<file path="config.mk">
export PLATFORM = sky130hd
export DESIGN_NAME = temporizador_jogada_flat
export DESIGN_NICKNAME = d
export VERILOG_FILES = /design/src/rtl/temporizador_jogada_if.sv /design/src/rtl/temporizador_jogada.sv /design/src/flat_wrapper.sv
export SDC_FILE = /design/constraint.sdc
export NUM_CORES = 1
export LEC_CHECK = 0
export ABC_CLOCK_PERIOD_IN_PS = 1600
export BUFFER_PORTS_ARGS = -buffer_cell sky130_fd_sc_hd__buf_4
export CAP_MARGIN = 15
export CELL_PAD_IN_SITES_DETAIL_PLACEMENT = 0
export CELL_PAD_IN_SITES_GLOBAL_PLACEMENT = 2
export CORE_MARGIN = 2
export CORE_UTILIZATION = 30
export CTS_BUF_LIST = sky130_fd_sc_hd__clkbuf_2
export DETAILED_ROUTE_END_ITERATION = 6
export PLACE_DENSITY = 0.88
export SETUP_SLACK_MARGIN = 0.5
export SYNTH_ARGS = -nofsm -noshare
export SYNTH_HDL_FRONTEND = slang
export SYNTH_SLANG_ARGS = --single-unit
</file>
<file path="constraint.sdc">
create_clock -name clock -period 1.6 [get_ports clock]
set_clock_uncertainty 0.1 [all_clocks]
set_input_delay 0.4 -clock clock [delete_from_list [all_inputs] [get_ports clock]]
set_output_delay 0.4 -clock clock [all_outputs]
set_load 0.03 [all_outputs]
</file>
<file path="src/rtl/temporizador_jogada_if.sv">
// Move-timer bus: arm/tick/move requests in, status and one-cycle verdict pulses out.
// With TEMPORIZADOR_AVISO_EN defined, the bus also carries the near-timeout warning `aviso`.
interface temporizador_jogada_if #(
   parameter int unsigned WIDTH = 8
);
   logic             iniciar;
   logic             tick;
   logic             jogada;
   logic             ativo;
   logic             jogada_ok;
   logic             timeout;
   logic [WIDTH-1:0] ticks_decorridos;
   logic [1:0]       estado_db;
`ifdef TEMPORIZADOR_AVISO_EN
   logic             aviso;
`endif

   modport master (
      output iniciar, tick, jogada,
      input  ativo, jogada_ok, timeout, ticks_decorridos, estado_db
`ifdef TEMPORIZADOR_AVISO_EN
      , input aviso
`endif
   );

   modport slave (
      input  iniciar, tick, jogada,
      output ativo, jogada_ok, timeout, ticks_decorridos, estado_db
`ifdef TEMPORIZADOR_AVISO_EN
      , output aviso
`endif
   );
endinterface

</file>
<file path="src/rtl/temporizador_jogada.sv">
// Move timer: counts rco ticks after arming and reports a player move or a timeout.
// Optional warning output enabled by defining TEMPORIZADOR_AVISO_EN.
module temporizador_jogada #(
   parameter int unsigned LIMITE_TICKS = 10,
   parameter int unsigned WIDTH        = 8
`ifdef TEMPORIZADOR_AVISO_EN
   , parameter int unsigned AVISO_TICKS = 3
`endif
) (
   input  logic                         clock,
   input  logic                         reset,
   temporizador_jogada_if.slave         bus
);

   typedef enum logic [1:0] {
      OCIOSO      = 2'd0,
      CONTANDO    = 2'd1,
      FIM_OK      = 2'd2,
      FIM_TIMEOUT = 2'd3
   } estado_t;

   localparam logic [WIDTH-1:0] LIMITE_M1 = WIDTH'(LIMITE_TICKS - 1);

   estado_t          estado_q, estado_d;
   logic [WIDTH-1:0] cont_q, cont_d;

   always_ff @(posedge clock or posedge reset) begin
      if (reset) begin
         estado_q <= OCIOSO;
         cont_q   <= '0;
      end else begin
         estado_q <= estado_d;
         cont_q   <= cont_d;
      end
   end

   // Priority inside CONTANDO is move, then re-arm, then tick.
   always_comb begin
      estado_d = estado_q;
      cont_d   = cont_q;
      unique case (estado_q)
         OCIOSO: begin
            if (bus.iniciar) begin
               estado_d = CONTANDO;
               cont_d   = '0;
            end
         end
         CONTANDO: begin
            if (bus.jogada) begin
               estado_d = FIM_OK;
            end else if (bus.iniciar) begin
               cont_d = '0;
            end else if (bus.tick) begin
               cont_d = cont_q + 1'b1;
               if (cont_q == LIMITE_M1) begin
                  estado_d = FIM_TIMEOUT;
               end
            end
         end
         FIM_OK:      estado_d = OCIOSO;
         FIM_TIMEOUT: estado_d = OCIOSO;
         default:     estado_d = OCIOSO;
      endcase
   end

   assign bus.ativo            = (estado_q == CONTANDO);
   assign bus.jogada_ok        = (estado_q == FIM_OK);
   assign bus.timeout          = (estado_q == FIM_TIMEOUT);
   assign bus.ticks_decorridos = cont_q;
   assign bus.estado_db        = estado_q;

`ifdef TEMPORIZADOR_AVISO_EN
   // Evaluated on next-state values so the register lines up with the state it describes.
   logic aviso_q, aviso_d;

   always_comb begin
      aviso_d = (estado_d == CONTANDO) &&
                ((LIMITE_TICKS - 32'(cont_d)) <= AVISO_TICKS);
   end

   always_ff @(posedge clock or posedge reset) begin
      if (reset) begin
         aviso_q <= 1'b0;
      end else begin
         aviso_q <= aviso_d;
      end
   end

   assign bus.aviso = aviso_q;
`endif

endmodule

</file>
<file path="src/flat_wrapper.sv">
// flat-port wrapper written by rule: the top's interface ports become plain ports
module temporizador_jogada_flat 
#(
   parameter int unsigned LIMITE_TICKS = 10,
   parameter int unsigned WIDTH        = 8

)
  (clock, reset, bus_iniciar, bus_tick, bus_jogada, bus_ativo, bus_jogada_ok, bus_timeout, bus_ticks_decorridos, bus_estado_db);
  temporizador_jogada_if #(.WIDTH(WIDTH)) bus_i ();
  input  logic clock;
  input  logic reset;
  input wire logic [$bits(bus_i.iniciar)-1:0] bus_iniciar;
  input wire logic [$bits(bus_i.tick)-1:0] bus_tick;
  input wire logic [$bits(bus_i.jogada)-1:0] bus_jogada;
  output wire logic [$bits(bus_i.ativo)-1:0] bus_ativo;
  output wire logic [$bits(bus_i.jogada_ok)-1:0] bus_jogada_ok;
  output wire logic [$bits(bus_i.timeout)-1:0] bus_timeout;
  output wire logic [$bits(bus_i.ticks_decorridos)-1:0] bus_ticks_decorridos;
  output wire logic [$bits(bus_i.estado_db)-1:0] bus_estado_db;
  assign bus_i.iniciar = bus_iniciar;
  assign bus_i.tick = bus_tick;
  assign bus_i.jogada = bus_jogada;
  assign bus_ativo = bus_i.ativo;
  assign bus_jogada_ok = bus_i.jogada_ok;
  assign bus_timeout = bus_i.timeout;
  assign bus_ticks_decorridos = bus_i.ticks_decorridos;
  assign bus_estado_db = bus_i.estado_db;
  temporizador_jogada #(.LIMITE_TICKS(LIMITE_TICKS), .WIDTH(WIDTH)) u_core (.clock(clock), .reset(reset), .bus(bus_i));
endmodule
</file>
==> summary.md <==
| Metric | Value |
|---|---|
| I/O Buffers | `17` |
| DR pass1 iterations | `4` |
| WL/cell | `17.9 um` |
| Worst-path clk slew | `0.14 ns` |
| Met1 Usage GRT | `0.259` |
| Sequential share of the synthesized area | `0.409` |
| Synthesized instance count | `65` |
| Max_cap viols | `0` |
| Yosys reg bits | `10` |
| Peak VDD IR | `between 0.9 and 1 mV` |
| Starting DRC count in detailed routing | `21` |
| CTS Buf Count | `3` |
| Antenna violations before repair | `0` |
| First-pass GRT wire length | `3.80 mm` |
| Largest net degree at the start of global routing | `11` |
| DR vias | `between 700 and 800` |
| Largest cells by area after synthesis | `dfrtp_1, mux2i_1, or4_1` |
| Crit-path max FO | `4` |
| CTS tree | `done` |
| Initial Util | `0.315` |
| Clk_lat worst skew | `between 0.2 and 0.3 ns` |
| Placed inst area | `838 um^2` |
| Synthesis Warnings | `0` |
| Hold Crit Class | `in2async` |
| Failing checks | `negative setup slack` |
| Drc violations | `0` |
| Slew @ Worst Pin | `0.450 ns` |
| Post-route clock period utilization | `1.01` |
| CTS H-tree lvls | `1` |
| Antenna Nets Post-Route | `0` |
| RSZ-0062 raised after global routing | `true` |
| Die H | `about 50 um` |
| PwrDens | `roughly 1200 mW/mm^2` |
| Area fraction of the dominant cell type after synthesis | `0.409` |
| Worst setup margin | `-0.0101 ns` |
| Main synth FF type | `dfrtp_1` |
| Hold Vio Cnt, Final | `0` |
| Fmax | `621 MHz` |
| GRT Max-Usage Layer | `met2` |
| Post-synth top area cell | `dfrtp_1` |
| # diodes | `0` |
| Site row count | `16` |
| Crit start category | `flop` |
| Synth unique cells | `27` |
| Worst relative slew slack | `0.700` |
| Setup CP Type | `reg2reg` |
| Drt via density | `between 5 and 6` |
| Final Max Tran Viols | `0` |
| Worst setup EP type | `flop` |
| Count leader, synth | `dfrtp_1` |
| Post-layout instance area | `0.00138 mm^2` |
| Status | `finished with violations` |
| Post-Syn Area | `612 um^2` |
| CP arrival | `between 1.5 and 2 ns` |
| Crit path time final | `1.61 ns` |
| Leakage | `around 0.00058 uW` |
| Post-DP HPWL | `between 1 and 1.5 mm` |
| PnR Total Power | `1610 uW` |
| Gr ovfl total | `0` |
| P&R area growth vs syn | `126%` |
| Synth cell count leaders | `dfrtp_1, o21ai_0, inv_1, nor2_1, or4_1` |
| Post-synth EDFFs | `0` |
| Met2 usage | `0.360` |
| Setup WS pre-CTS | `-0.0615 ns` |
| Die ar. | `0.00242 mm^2` |
| Core ar. | `approximately 0.0019 mm^2` |
| Met3 Use GR | `0.0245` |
| Clock Sink Count | `10` |
| Share of layout cells above drive strength 1 | `0.783` |
| GR Util All Layers | `0.210` |
| Placed insts | `around 110` |
| Die Span X | `slightly below 50 um` |
| Critical Path RT | `around 1.7 ns` |
| Syn avg cell area | `around 9.4 um^2` |
| RePlAce Congestion | `~0.72` |
| Hold buffer count at cts | `0` |
| Routed wire length | `2.63 mm` |
| # setup viols final | `3` |
| Finished Layout Cells | `147` |
| Post-synth net total | `72` |
| Utilization after layout | `0.713` |
| CTS Buffer Depth | `2` |
| Fin nets | `~130` |
| Fraction of registers with async set/reset | `1.00` |
| Vias in the first global route | `roughly 750` |
| # IOs | `18` |
| Root Buffer | `clkbuf_2` |
[state kept, by name, indices dropped and copies added, names as in the netlist]
register / cells
u_core.bus.ticks_decorridos: 8
u_core.bus.estado_db: 2
[path summary, 6_finish.rpt]
check	start	endpoint	slack (ns)	depth (start not counted)
hold / removal	reset	u_core.bus.ticks_decorridos[0]$_DFFE_PP0P_	0.009	2
hold reg to reg	u_core.bus.ticks_decorridos[6]$_DFFE_PP0P_	u_core.bus.ticks_decorridos[6]$_DFFE_PP0P_	0.54	2
min in group clock	bus_iniciar	u_core.bus.estado_db[0]$_DFFE_PP0P_	0.35	3
setup / recovery	u_core.bus.ticks_decorridos[0]$_DFFE_PP0P_	u_core.bus.ticks_decorridos[4]$_DFFE_PP0P_	-0.01	4
max in group asynchronous	reset	u_core.bus.ticks_decorridos[2]$_DFFE_PP0P_	1.03	2
setup reg to reg	u_core.bus.ticks_decorridos[0]$_DFFE_PP0P_	u_core.bus.ticks_decorridos[4]$_DFFE_PP0P_	-0.01	4
[through the flow]
stage	hold WS, ns	TNS (ns)
after CTS	0.0227	0
after global routing	0.0427	-0.0802
after floorplan	0.140	0
after global placement	0.318	-0.0309
final	0.00932	-0.0253
after detailed placement	0.327	-0.0931
[routing by layer]
metal	wire [um]	part of all wire
met1	1090	0.41
met2	1410	0.54
met3	88	0.033
met4	46	0.018
met5	0	0
[cell families (layout without fill, tap and decap cells)]
logic type               Yosys count  after routing  synth area share
AO/OA/AOI/OAI                     18             20             0.190
adder cells (fa/ha/maj)            2              2            0.0409
buffers and inverters              7             60            0.0593
flip-flops                        10             10             0.409
multiplexers                       3              3            0.0491
AND/OR/NAND/NOR                   25             25             0.252
[worst max-delay path: stages (launching register included)]
cell	delay [ns]
dfrtp_2	0.48
ha_4	0.20
nand3_4	0.08
or4_4	0.53
a21oi_2	0.14
[final cells by class]
cell class | count | area (um^2)
clock buffer | 4 | 20.0
fill | 141 | 558
inverter | 4 | 20.0
multi-input combinational | 50 | 561
sequential | 10 | 262
tap | 27 | 33.8
timing repair buffer | 52 | 488
[layout by cell type, fill, tap and decap left out, drive strengths merged, types with 3 or more instances in the layout]
cell,instances
a21oi,5
buf,52
clkbuf,4
dfrtp,10
inv,4
mux2i,3
nand3,3
nor2,4
o21ai,5
o21bai,3
o31ai,3
or4,4
[power breakdown]
part / switching [uW] / internal [uW] / total (uW)
Clock: 106 / 66.3 / 172
Sequential: 79.4 / 294 / 373
Combinational: 506 / 559 / 1060
Total: 691 / 919 / 1610
[timing repair]
| action | CTS | global route |
|---|---|---|
| gates cloned | 2 | 0 |
| endpoints found under the setup margin | 23 | 23 |
| buffers inserted | 16 | 13 |
| resized for setup | 40 | 28 |
| pin swaps | 14 | 15 |
Note: power is estimated with default switching activity, not from simulation.
